**src/rtl/mdbrot_pkg.sv**
```systemverilog
// Shared constants and types for the Mandelbrot view controller.
// Coordinates are signed Q4.16 (1.0 = 20'h10000); scales are unsigned Q4.16.
package mdbrot_pkg;

  localparam int Q_W = 20;

  localparam logic [Q_W-1:0] DEF_XMIN     = 20'hE0000;
  localparam logic [Q_W-1:0] DEF_XMAX     = 20'h10000;
  localparam logic [Q_W-1:0] DEF_YMIN     = 20'hEE000;
  localparam logic [Q_W-1:0] DEF_YMAX     = 20'h12000;
  localparam logic [Q_W-1:0] LIM_DEF      = 20'h40000;
  localparam logic [Q_W-1:0] MIN_SPAN_DEF = 20'h00200;

  typedef enum logic [2:0] {
    CMD_REDRAW   = 3'd0,
    CMD_ZOOM_IN  = 3'd1,
    CMD_ZOOM_OUT = 3'd2,
    CMD_LEFT     = 3'd3,
    CMD_RIGHT    = 3'd4,
    CMD_UP       = 3'd5,
    CMD_DOWN     = 3'd6,
    CMD_RESET    = 3'd7
  } cmd_e;

  typedef enum logic [2:0] {
    ST_INIT    = 3'd0,
    ST_SCALE_X = 3'd1,
    ST_SCALE_Y = 3'd2,
    ST_START   = 3'd3,
    ST_WAIT    = 3'd4,
    ST_IDLE    = 3'd5,
    ST_APPLY   = 3'd6
  } view_state_e;

endpackage

```
**src/rtl/mdbrot_view_ctrl_seq_udiv.sv**
```systemverilog
// Restoring unsigned divider: one quotient bit per cycle, go loads, done flags
// the final step (quotient valid combinationally in that same cycle).
module seq_udiv #(
  parameter int W = 20
) (
  input  logic         clk,
  input  logic         rst,
  input  logic         go,
  input  logic [W-1:0] dividend,
  input  logic [W-1:0] divisor,
  output logic         busy,
  output logic         done,
  output logic [W-1:0] quotient
);

  localparam int CW = $clog2(W + 1);
  localparam logic [CW-1:0] CNT_LOAD = CW'(W);
  localparam logic [CW-1:0] CNT_ONE  = {{(CW-1){1'b0}}, 1'b1};

  logic [W-1:0]  rem_q, quo_q, dvs_q;
  logic [CW-1:0] cnt_q;
  logic          busy_q;
  logic [W:0]    shifted_s, diff_s;
  logic          ge_s;
  logic [W-1:0]  rem_n, quo_n;

  // One restoring step: shift in the next dividend bit, subtract if it fits.
  always_comb begin
    shifted_s = {rem_q, quo_q[W-1]};
    diff_s    = shifted_s - {1'b0, dvs_q};
    ge_s      = ~diff_s[W];
    if (ge_s) begin
      rem_n = diff_s[W-1:0];
    end else begin
      rem_n = shifted_s[W-1:0];
    end
    quo_n = {quo_q[W-2:0], ge_s};
  end

  // Divider state: load on go, iterate W times.
  always_ff @(posedge clk) begin
    if (!rst) begin
      rem_q  <= '0;
      quo_q  <= '0;
      dvs_q  <= '0;
      cnt_q  <= '0;
      busy_q <= 1'b0;
    end else if (go && !busy_q) begin
      rem_q  <= '0;
      quo_q  <= dividend;
      dvs_q  <= divisor;
      cnt_q  <= CNT_LOAD;
      busy_q <= 1'b1;
    end else if (busy_q) begin
      rem_q  <= rem_n;
      quo_q  <= quo_n;
      cnt_q  <= cnt_q - CNT_ONE;
      busy_q <= (cnt_q != CNT_ONE);
    end else begin
      busy_q <= 1'b0;
    end
  end

  assign busy     = busy_q;
  assign done     = busy_q && (cnt_q == CNT_ONE);
  assign quotient = quo_n;

endmodule

```
**src/rtl/mdbrot_view_ctrl.sv**
```systemverilog
// View-window controller: applies zoom/pan/reset commands, derives per-pixel
// scales with a shared sequential divider, then launches and waits on a render.
module mdbrot_view_ctrl
  import mdbrot_pkg::*;
#(
  parameter int           W        = Q_W,
  parameter int           H_RES    = 160,
  parameter int           V_RES    = 120,
  parameter logic [12:0]  MAX_ITER = 13'd256,
  parameter logic [W-1:0] MIN_SPAN = MIN_SPAN_DEF,
  parameter logic [W-1:0] LIM      = LIM_DEF
) (
  input  logic         clk,
  input  logic         rst,
  input  logic         cmd_valid,
  input  logic [2:0]   cmd,
  output logic         cmd_ready,
  output logic         cmd_err,
  input  logic         render_done,
  output logic         start,
  output logic         busy,
  output logic [W-1:0] xmin,
  output logic [W-1:0] xmax,
  output logic [W-1:0] ymin,
  output logic [W-1:0] ymax,
  output logic [W-1:0] Xscale,
  output logic [W-1:0] Yscale,
  output logic [12:0]  max_iter
);

  localparam int EW = W + 2;

  function automatic logic signed [EW-1:0] sx(input logic [W-1:0] v);
    return $signed({{2{v[W-1]}}, v});
  endfunction

  function automatic logic signed [EW-1:0] zx(input logic [W-1:0] v);
    return $signed({2'b00, v});
  endfunction

  function automatic logic in_lim(input logic signed [EW-1:0] v);
    return (v >= -zx(LIM)) && (v <= zx(LIM));
  endfunction

  logic [2:0]   state_q, state_d;
  logic [2:0]   cmd_q;
  logic [W-1:0] xmin_q, xmax_q, ymin_q, ymax_q;
  logic [W-1:0] xmin_d, xmax_d, ymin_d, ymax_d;
  logic [W-1:0] xscale_q, yscale_q;
  logic         start_q, busy_q, ready_q, err_q;

  logic [W-1:0] span_x_s, span_y_s;
  logic signed [EW-1:0] nxmin_s, nxmax_s, nymin_s, nymax_s;
  logic         legal_s, range_ok_s, span_ok_s;
  logic         div_go_s, div_busy_s, div_done_s, div_sel_y_s;
  logic [W-1:0] div_q_s;

  assign span_x_s = xmax_q - xmin_q;
  assign span_y_s = ymax_q - ymin_q;

  // Candidate window for the latched command; extra headroom bits keep the
  // limit test honest when a bound would wrap the Q4.16 range.
  always_comb begin
    nxmin_s = sx(xmin_q);
    nxmax_s = sx(xmax_q);
    nymin_s = sx(ymin_q);
    nymax_s = sx(ymax_q);
    case (cmd_q)
      CMD_ZOOM_IN: begin
        nxmin_s = sx(xmin_q) + zx(span_x_s >> 2);
        nxmax_s = sx(xmax_q) - zx(span_x_s >> 2);
        nymin_s = sx(ymin_q) + zx(span_y_s >> 2);
        nymax_s = sx(ymax_q) - zx(span_y_s >> 2);
      end
      CMD_ZOOM_OUT: begin
        nxmin_s = sx(xmin_q) - zx(span_x_s >> 1);
        nxmax_s = sx(xmax_q) + zx(span_x_s >> 1);
        nymin_s = sx(ymin_q) - zx(span_y_s >> 1);
        nymax_s = sx(ymax_q) + zx(span_y_s >> 1);
      end
      CMD_LEFT: begin
        nxmin_s = sx(xmin_q) - zx(span_x_s >> 3);
        nxmax_s = sx(xmax_q) - zx(span_x_s >> 3);
      end
      CMD_RIGHT: begin
        nxmin_s = sx(xmin_q) + zx(span_x_s >> 3);
        nxmax_s = sx(xmax_q) + zx(span_x_s >> 3);
      end
      CMD_UP: begin
        nymin_s = sx(ymin_q) - zx(span_y_s >> 3);
        nymax_s = sx(ymax_q) - zx(span_y_s >> 3);
      end
      CMD_DOWN: begin
        nymin_s = sx(ymin_q) + zx(span_y_s >> 3);
        nymax_s = sx(ymax_q) + zx(span_y_s >> 3);
      end
      CMD_RESET: begin
        nxmin_s = sx(DEF_XMIN);
        nxmax_s = sx(DEF_XMAX);
        nymin_s = sx(DEF_YMIN);
        nymax_s = sx(DEF_YMAX);
      end
      default: begin
        nxmin_s = sx(xmin_q);
        nxmax_s = sx(xmax_q);
        nymin_s = sx(ymin_q);
        nymax_s = sx(ymax_q);
      end
    endcase
    range_ok_s = in_lim(nxmin_s) && in_lim(nxmax_s) && in_lim(nymin_s) && in_lim(nymax_s);
    span_ok_s  = ((nxmax_s - nxmin_s) >= zx(MIN_SPAN)) && ((nymax_s - nymin_s) >= zx(MIN_SPAN));
    if (cmd_q == CMD_ZOOM_IN) begin
      legal_s = span_ok_s;
    end else if ((cmd_q == CMD_REDRAW) || (cmd_q == CMD_RESET)) begin
      legal_s = 1'b1;
    end else begin
      legal_s = range_ok_s;
    end
  end

  // Frame sequencing and window commit.
  always_comb begin
    state_d = state_q;
    xmin_d  = xmin_q;
    xmax_d  = xmax_q;
    ymin_d  = ymin_q;
    ymax_d  = ymax_q;
    case (state_q)
      ST_INIT:    state_d = ST_SCALE_X;
      ST_SCALE_X: if (div_done_s) state_d = ST_SCALE_Y; else state_d = ST_SCALE_X;
      ST_SCALE_Y: if (div_done_s) state_d = ST_START; else state_d = ST_SCALE_Y;
      ST_START:   state_d = ST_WAIT;
      ST_WAIT:    if (render_done) state_d = ST_IDLE; else state_d = ST_WAIT;
      ST_IDLE:    if (cmd_valid) state_d = ST_APPLY; else state_d = ST_IDLE;
      ST_APPLY: begin
        if (legal_s) begin
          state_d = ST_SCALE_X;
          xmin_d  = nxmin_s[W-1:0];
          xmax_d  = nxmax_s[W-1:0];
          ymin_d  = nymin_s[W-1:0];
          ymax_d  = nymax_s[W-1:0];
        end else begin
          state_d = ST_IDLE;
        end
      end
      default:    state_d = ST_INIT;
    endcase
  end

  assign div_sel_y_s = (state_q == ST_SCALE_Y);
  assign div_go_s    = ((state_q == ST_SCALE_X) || div_sel_y_s) && !div_busy_s;

  seq_udiv #(.W(W)) u_div (
    .clk      (clk),
    .rst      (rst),
    .go       (div_go_s),
    .dividend (div_sel_y_s ? span_y_s : span_x_s),
    .divisor  (div_sel_y_s ? W'(V_RES) : W'(H_RES)),
    .busy     (div_busy_s),
    .done     (div_done_s),
    .quotient (div_q_s)
  );

  // Registered state, window, scales and handshake outputs.
  always_ff @(posedge clk) begin
    if (!rst) begin
      state_q  <= ST_INIT;
      cmd_q    <= CMD_REDRAW;
      xmin_q   <= DEF_XMIN;
      xmax_q   <= DEF_XMAX;
      ymin_q   <= DEF_YMIN;
      ymax_q   <= DEF_YMAX;
      xscale_q <= '0;
      yscale_q <= '0;
      start_q  <= 1'b0;
      busy_q   <= 1'b1;
      ready_q  <= 1'b0;
      err_q    <= 1'b0;
    end else begin
      state_q  <= state_d;
      cmd_q    <= (ready_q && cmd_valid) ? cmd : cmd_q;
      xmin_q   <= xmin_d;
      xmax_q   <= xmax_d;
      ymin_q   <= ymin_d;
      ymax_q   <= ymax_d;
      xscale_q <= ((state_q == ST_SCALE_X) && div_done_s) ? div_q_s : xscale_q;
      yscale_q <= ((state_q == ST_SCALE_Y) && div_done_s) ? div_q_s : yscale_q;
      start_q  <= (state_d == ST_START);
      busy_q   <= (state_d != ST_IDLE);
      ready_q  <= (state_d == ST_IDLE);
      err_q    <= (state_q == ST_APPLY) && !legal_s;
    end
  end

  assign cmd_ready = ready_q;
  assign cmd_err   = err_q;
  assign start     = start_q;
  assign busy      = busy_q;
  assign xmin      = xmin_q;
  assign xmax      = xmax_q;
  assign ymin      = ymin_q;
  assign ymax      = ymax_q;
  assign Xscale    = xscale_q;
  assign Yscale    = yscale_q;
  assign max_iter  = MAX_ITER;

endmodule

```
**config.mk**
```make
export PLATFORM = sky130hd
export DESIGN_NAME = mdbrot_view_ctrl
export DESIGN_NICKNAME = d
export VERILOG_FILES = /design/src/rtl/mdbrot_pkg.sv /design/src/rtl/mdbrot_view_ctrl_seq_udiv.sv /design/src/rtl/mdbrot_view_ctrl.sv
export SDC_FILE = /design/constraint.sdc
export NUM_CORES = 1
export LEC_CHECK = 0
export CORE_MARGIN = 4
export CORE_UTILIZATION = 45
export DETAILED_ROUTE_END_ITERATION = 8
export HOLD_SLACK_MARGIN = 0.12
export PLACE_DENSITY_LB_ADDON = 0.1
export RECOVER_POWER = 50
export REMOVE_ABC_BUFFERS = 1
export SYNTH_ARGS = -nofsm -noshare
export SYNTH_HDL_FRONTEND = slang
export SYNTH_SLANG_ARGS = --single-unit
```
**constraint.sdc**
```tcl
create_clock -name clk -period 24.3 [get_ports clk]
set_input_delay 2.43 -clock clk [delete_from_list [all_inputs] [get_ports clk]]
set_output_delay 2.43 -clock clk [all_outputs]
set_load 0.05 [all_outputs]
```
======== Word level (Yosys, flattened, before mapping) ========
Cells that the tools add are included.
Widths: inputs -> output; s select.
cells by class
  $add $sub $neg .......................... 22
  multiply operators ...................... 0
  div/mod/pow operators ................... 0
  order comparisons ....................... 10
  eq/ne operators ......................... 18
  shifts and indexed selects .............. 0
  multiplexer cells ....................... 21
  bitwise gates (word level) .............. 2
  reductions and logical operators ........ 24
operators with widths
  kind                  count
  $pmux 22 s5           4
  $ge 22x19->1 const B  4
  $le 22x20->1 const B  4
  $add 20x18->21        4
  $sub 20x18->21        4
  $mux 20               4
  $ge 22x11->1 const B  2
  $sub 22x22->22        2
  $add 20x19->21        2
  $add 20x20->21        2
  $sub 20x19->21        2
  $sub 20x20->21        2
  $sub 20x20->20        2
  $eq 3x3->1 const B    8
  $pmux 3 s7            1
  $sub 21x20->21        1
  $eq 3x2->1 const B    5
  $logic_and 1x1->1     15
  $mux 5                2
  $mux 8                1
  $eq 3x1->1 const B    2
  $logic_not 3->1       2
  $mux 1                6
  $eq 5x1->1 const B    1
  11 further kinds      15
word-level totals
  register bits ........................... 196
  bits in latches ......................... 0
  RAM bits ................................ 0
  bits in read-only memories .............. 0
  output and inout port bits .............. 137
  logic and storage cells ................. 115
  memories kept ........................... 0

======== Depth between registers and ports, before layout ========
  word-level depth ........................ 13
  depth in mapped cells ................... 42
  gate-level depth less buffers ........... 40

======== By module ========
A second synthesis with hierarchy kept.
second synthesis, totals
  cell total of the unflattened synthesis .. 3088
  area total of the unflattened synthesis .. 22287.6 um^2
modules (own cells, without submodules)
  module            instances  cells each  area an instance (um^2)  seq. area each (um^2)
  mdbrot_view_ctrl  1          2584        18173.7                  2602.5
  seq_udiv          1          504         4113.9                   1321.3

======== Worst setup path before layout ========
No wires, ideal clock.
  path kind ............................... register to register
  start point ............................. register xmin_q[1], in the netlist xmin[1]
  end point ............................... register xmax_q[16], in the netlist xmax[16]
  data arrival time ....................... 8.456 ns
  setup slack ............................. 15.723 ns
  cell stages (with the launch flop) ...... 40
  buffers on the path ..................... 3
  clock period less this slack ............ 8.577 ns
  cells stage by stage .................... dfxtp_1 > inv_1 > fa_1 > a211oi_2 > nor2_1 > xnor2_2 > ha_1 > inv_1 > a211o_1 > or3_1 > clkbuf_1 > o31ai_1 > o21ai_0 > o22ai_1 > o21ai_0 > o21ai_0 > ha_1 > a21o_1 > [4 not listed] > xor2_1 > o21ai_0 > ha_1 > inv_1 > nor2_1 > nor3_1 > a21oi_1 > a311o_1 > mux2_2 > a221o_1 > a211oi_1 > nor3_1 > o311a_1 > nor2_1 > o22ai_2 > buf_6 > buf_8 > mux2_4
on the way
  word-level cells in the longest chain between the ends .. 11
RTL lines
  item                                                    RTL line                 text
  start: declaration                                      mdbrot_view_ctrl.sv:47   logic [W-1:0] xmin_q, xmax_q, ymin_q, ymax_q;
  start signal: assignment                                mdbrot_view_ctrl.sv:182  xmin_q <= xmin_d;
  $sub 20x20->20 *                                        mdbrot_view_ctrl.sv:58   assign span_x_s = xmax_q - xmin_q;
  $add 20x18->21, or another cell as far along            mdbrot_view_ctrl.sv:87   nxmax_s = sx(xmax_q) + zx(span_x_s >> 3);
  $pmux 22 s5 *                                           mdbrot_view_ctrl.sv:68   case (cmd_q)
  via nxmax_s[17]                                         mdbrot_view_ctrl.sv:53   logic signed [EW-1:0] nxmin_s, nxmax_s, nymin_s, nymax_s;
  branches (longest 6 deep; another with $sub 22x22->22)  --
  $mux 1 *                                                mdbrot_view_ctrl.sv:112  if (cmd_q == CMD_ZOOM_IN) begin
  $reduce_and 2->1 (no line) *                            --
  end signal: assignment                                  mdbrot_view_ctrl.sv:183  xmax_q <= xmax_d;
  end: declaration                                        mdbrot_view_ctrl.sv:47
Mark *: on every way through the listed nets, which the timed path passes.
A chain may end at the register's enable or synchronous reset.

======== Worst setup path in the final report ========
  start point ............................. register xmin_q[0], in the netlist xmin[0]
  end point ............................... register xmin_q[19], in the netlist xmin[19]
on the way
  word-level cells in the longest chain between the ends .. 11
RTL lines
  item                                                    RTL line
  $sub 20x20->20 *                                        mdbrot_view_ctrl.sv:58
  $add 20x18->21, or another cell as far along            mdbrot_view_ctrl.sv:87
  $pmux 22 s5 *                                           mdbrot_view_ctrl.sv:68
  via nxmax_s[17]                                         mdbrot_view_ctrl.sv:53
  branches (longest 6 deep; another with $sub 22x22->22)  --
  $mux 1 *                                                mdbrot_view_ctrl.sv:112
  $reduce_and 2->1 (no line) *                            --
Marks and branches as above.

==> insert_results.sql <==
INSERT INTO impl_metrics (metric_group, metric, value, unit) VALUES
('outcome', 'status', 'complete, but fails checks', ''),
('outcome', 'failed_checks', 'capacitance limit, slew limit', ''),
('clock_tree', 'cts_max_path_buffers', '2', ''),
('final_layout', 'finish.net_count', '3136', ''),
('final_layout', 'antenna_cells_inserted', '0', ''),
('synth', 'synth_seq_area_share', '17.14', '%'),
('placed_design', 'dp_hpwl', '60790', 'µm'),
('power_and_ir_drop', 'power_frac_comb', '10.3', '%'),
('clock_tree', 'number_of_clock_sinks', '179', ''),
('critical_path', 'crit_path_top_delay_cell', 'a211oi_1', ''),
('clock_tree', 'worstSkewPairLatency', '0.51', 'ns'),
('drt', 'post_drt_via_cell_ratio', '6.224', ''),
('hold_path', 'min_path_type', 'reg2reg', ''),
('critical_path', 'cell_type_with_the_highest_occurrence_count_on_the_critical_path', 'o21ai_0', ''),
('timing', 'slew-limit-headroom', '-122.7', '%'),
('drt', 'vias_post_dr', '22150', ''),
('power_and_ir_drop', 'share_clk_of_total_power', '43.7', '%'),
('die', 'ios', '144', ''),
('drt', 'detail_route.drc_violations', '0', ''),
('timing', 'rsz0062_at_grt', 'false', ''),
('timing', 'clock_skew', '0.02061', 'ns'),
('clock_tree', 'clk_root_buffer_cell', 'clkbuf_16', ''),
('power_and_ir_drop', 'internal-power', '0.0004641', 'W'),
('power_and_ir_drop', 'pwr_density_cell', '29.35', 'nW/µm²'),
('power_and_ir_drop', 'leakage_power', '9.318', 'nW'),
('drt', 'routed_wirelength_normalized_by_instance_count', '22.29', 'µm'),
('clock_tree', 'cts.hold.buffers_added', '0', ''),
('critical_path', 'cp_data_arrival_time', '11.24', 'ns'),
('synth', 'area_share_of_the_leading_cell_type_in_the_synthesized_netlist', '17.14', '%'),
('synth', 'netlist_instances', '2917', ''),
('timing', 'timing.final.setup_violations', '0', ''),
('power_and_ir_drop', 'seq_power_share', '45.9', '%'),
('synth', 'synthDominantAreaCellType', 'dfxtp_1', ''),
('drt', 'drt_first_pass_iters', '6', ''),
('critical_path', 'worst_setup_path_startpoint', 'xmin[0]$_SDFFE_PN0P_', ''),
('global_routing', 'grt_max_degree', '65', ''),
('synth', 'yosys-top-cells-area', 'dfxtp_1 (17%), ha_1 (11%), nand2_1 (7.5%)', ''),
('drt', 'routed_wl', '79310', 'µm'),
('critical_path', 'timing.critical_path.to', 'xmin[19]$_SDFFE_PN1P_', ''),
('critical_path', 'worstSetupStartpointType', 'register', ''),
('critical_path', 'endpoint_kind', 'register', ''),
('global_routing', 'overflow_after_grt', '0', ''),
('timing', 'max_slew.worst_pin.slew', '3.340', 'ns'),
('die', 'cell_rows', '78', ''),
('power_and_ir_drop', 'net-switching-power', '0.0002157', 'W'),
('die', 'design.die.area', '49980', 'µm²'),
('final_layout', 'area.growth.synth_to_final', '10.76', '%'),
('synth', 'syn_avg_cell_area', '7.169', 'µm²'),
('final_layout', 'final_layout_size_suffix_gt1_share', '5.206', '%'),
('critical_path', 'r2r_path_end', 'xmin[19]$_SDFFE_PN1P_', ''),
('clock_tree', 'cts_post_setup_buffers_inserted', '0', ''),
('timing', 'slew_viol_final', '168', ''),
('synth', 'synthesis.yosys.warnings', '0', ''),
('flow_run', 'max-cap-violations', '3', ''),
('placed_design', 'finalWeightedCongestion', '0.9594', ''),
('drt', 'drt.antenna.violating_nets', '0', ''),
('timing', 'fmax', '0.09222', 'GHz'),
('critical_path', 'timing.critical_path.slowest_cell_delay', '0.76', 'ns'),
('global_routing', 'gr-usage-all-layers', '30.32', '%'),
('die', 'placeableCoreArea', '45670', 'µm²'),
('synth', 'fraction_of_registers_with_async_set_or_reset_after_synthesis', '0', '%'),
('timing', 'final.setup.tns', '0', 'ns'),
('timing', 'timing.hold.ws', '0.4573', 'ns'),
('synth', 'synth_edf_count', '0', ''),
('die', 'initial_utilization', '45.78', '%'),
('critical_path', 'crit_fanout', '46', ''),
('die', 'die_y', '223.6', 'µm'),
('die', 'die_x', '223.6', 'µm'),
('synth', 'dominantRegCellSynth', 'dfxtp_1', ''),
('timing', 'final_hold_viol_count', '0', ''),
('clock_tree', 'cts_inserted_buffers', '17', '');
## metrics by stage
step / cell area (µm²) / cells / setup WS, ns / utilization, % / power, W
after global placement: 22580 / 3526 / 13.85 / 49.45 / 0.0003876
after CTS: 23170 / 3558 / 13.58 / 50.73 / 0.0006870
final: 23160 / 3558 / 13.46 / 50.71 / 0.0006798
after detailed placement: 22580 / 3526 / 13.59 / 49.45 / 0.0003884
after floorplan: 20170 / 2755 / 13.09 / - / 0.0003639
after global routing: 23160 / 3558 / 12.87 / 50.71 / 0.0007066
## worst max-delay path, delay by kind of cell, from the launching register on
kind | cells | cell delay, ns
DFF | 1 | 0.45
muxes | 2 | 0.71
and+or+nand+nor | 8 | 1.74
adders and majority gates | 5 | 1.63
xor gates and xnor gates | 3 | 0.64
buffers and inverters | 4 | 0.57
AOI/OAI and AO/OA | 16 | 4.91
## per-layer routing
layer  global-route usage (%)  up-vias  wire length, µm
met4                    12.53        2             3482
met3                    4.757      152             3899
met1                    37.90    10620            33890
met2                    52.18      718            38030
li1                         -    10660                -
met5                        0        -               13
## how the worst min path moves through the flow
stage                                             end  depth (start not counted)                        start
after global routing           Yscale[4]$_SDFFE_PN0P_                          2       Yscale[4]$_SDFFE_PN0P_
after floorplan           u_div.cnt_q[4]$_SDFFE_PN0P_                          1  u_div.cnt_q[4]$_SDFFE_PN0P_
after CTS                      Xscale[9]$_SDFFE_PN0P_                          2       Xscale[9]$_SDFFE_PN0P_
after detailed placement       Xscale[9]$_SDFFE_PN0P_                          2       Xscale[9]$_SDFFE_PN0P_
after global placement         Yscale[9]$_SDFFE_PN0P_                          2       Yscale[9]$_SDFFE_PN0P_
final                         Xscale[11]$_SDFFE_PN0P_                          2      Xscale[11]$_SDFFE_PN0P_
## cell families (layout without fill, tap and decap cells)
family                     count (synthesis)  after routing  synth area share [%]
DFF                                      179            179                 17.14
AOI/OAI and AO/OA                        921            921                 28.96
buffers and inverters                    302            332                 6.049
adders and majority gates                184            184                 11.26
muxes                                    112            112                 5.570
other                                      2             13               0.03591
xor gates and xnor gates                 163            163                 7.042
and+or+nand+nor                         1054           1054                 23.95
## final cells by class
cell class | instances | area (µm²) | area share (%)
inverters | 129 | 484.2 | 2.091
repair buffers | 171 | 1595 | 6.888
well taps | 600 | 750.7 | 3.241
multi-input cells | 2447 | 16160 | 69.76
flip-flops and latches | 179 | 3585 | 15.48
clock buffers | 18 | 429.2 | 1.853
clock inverters | 14 | 158.9 | 0.6861
## layout by cell type, fill, tap and decap left out, drive strengths merged, types with 21 or more instances in the layout
master	count
nor3	67
xnor2	113
nor2b	26
clkbuf	21
inv	137
o21a	38
ha	177
a22oi	27
mux2i	98
a31oi	32
a211oi	55
dlygate4sd3	64
o21ai	236
a21oi	240
nand2	420
buf	39
nor2	228
o211ai	29
nand4	22
and3	25
nand2b	39
or3	39
xor2	50
nor4	22
o22ai	26
clkdlybuf4s50	65
nand3	65
and2	22
dfxtp	179
a21o	42
## power groups by stage
stage	Clock, W	Sequential [W]	Combinational [W]
after global routing	0.000315	0.000313	0.0000780
after global placement	0	0.000319	0.0000686
after floorplan	0	0.000315	0.0000493
after CTS	0.000305	0.000312	0.0000700
after detailed placement	0	0.000319	0.0000695
final	0.000297	0.000312	0.0000703
## flip-flops by register name, summed over array words and instances, names as in the netlist
name and cells:
xmax 20, state_q 3, u_div.cnt_q 5, u_div.quo_q 20, u_div.busy 1, start 1, cmd_ready 1, xmin 20
Xscale 20, cmd_err 1, busy 1, cmd_q 3, Yscale 20, ymin 20, u_div.dvs_q 3, u_div.rem_q 20
ymax 20
No activity file was read; power rests on OpenSTA's default activity.
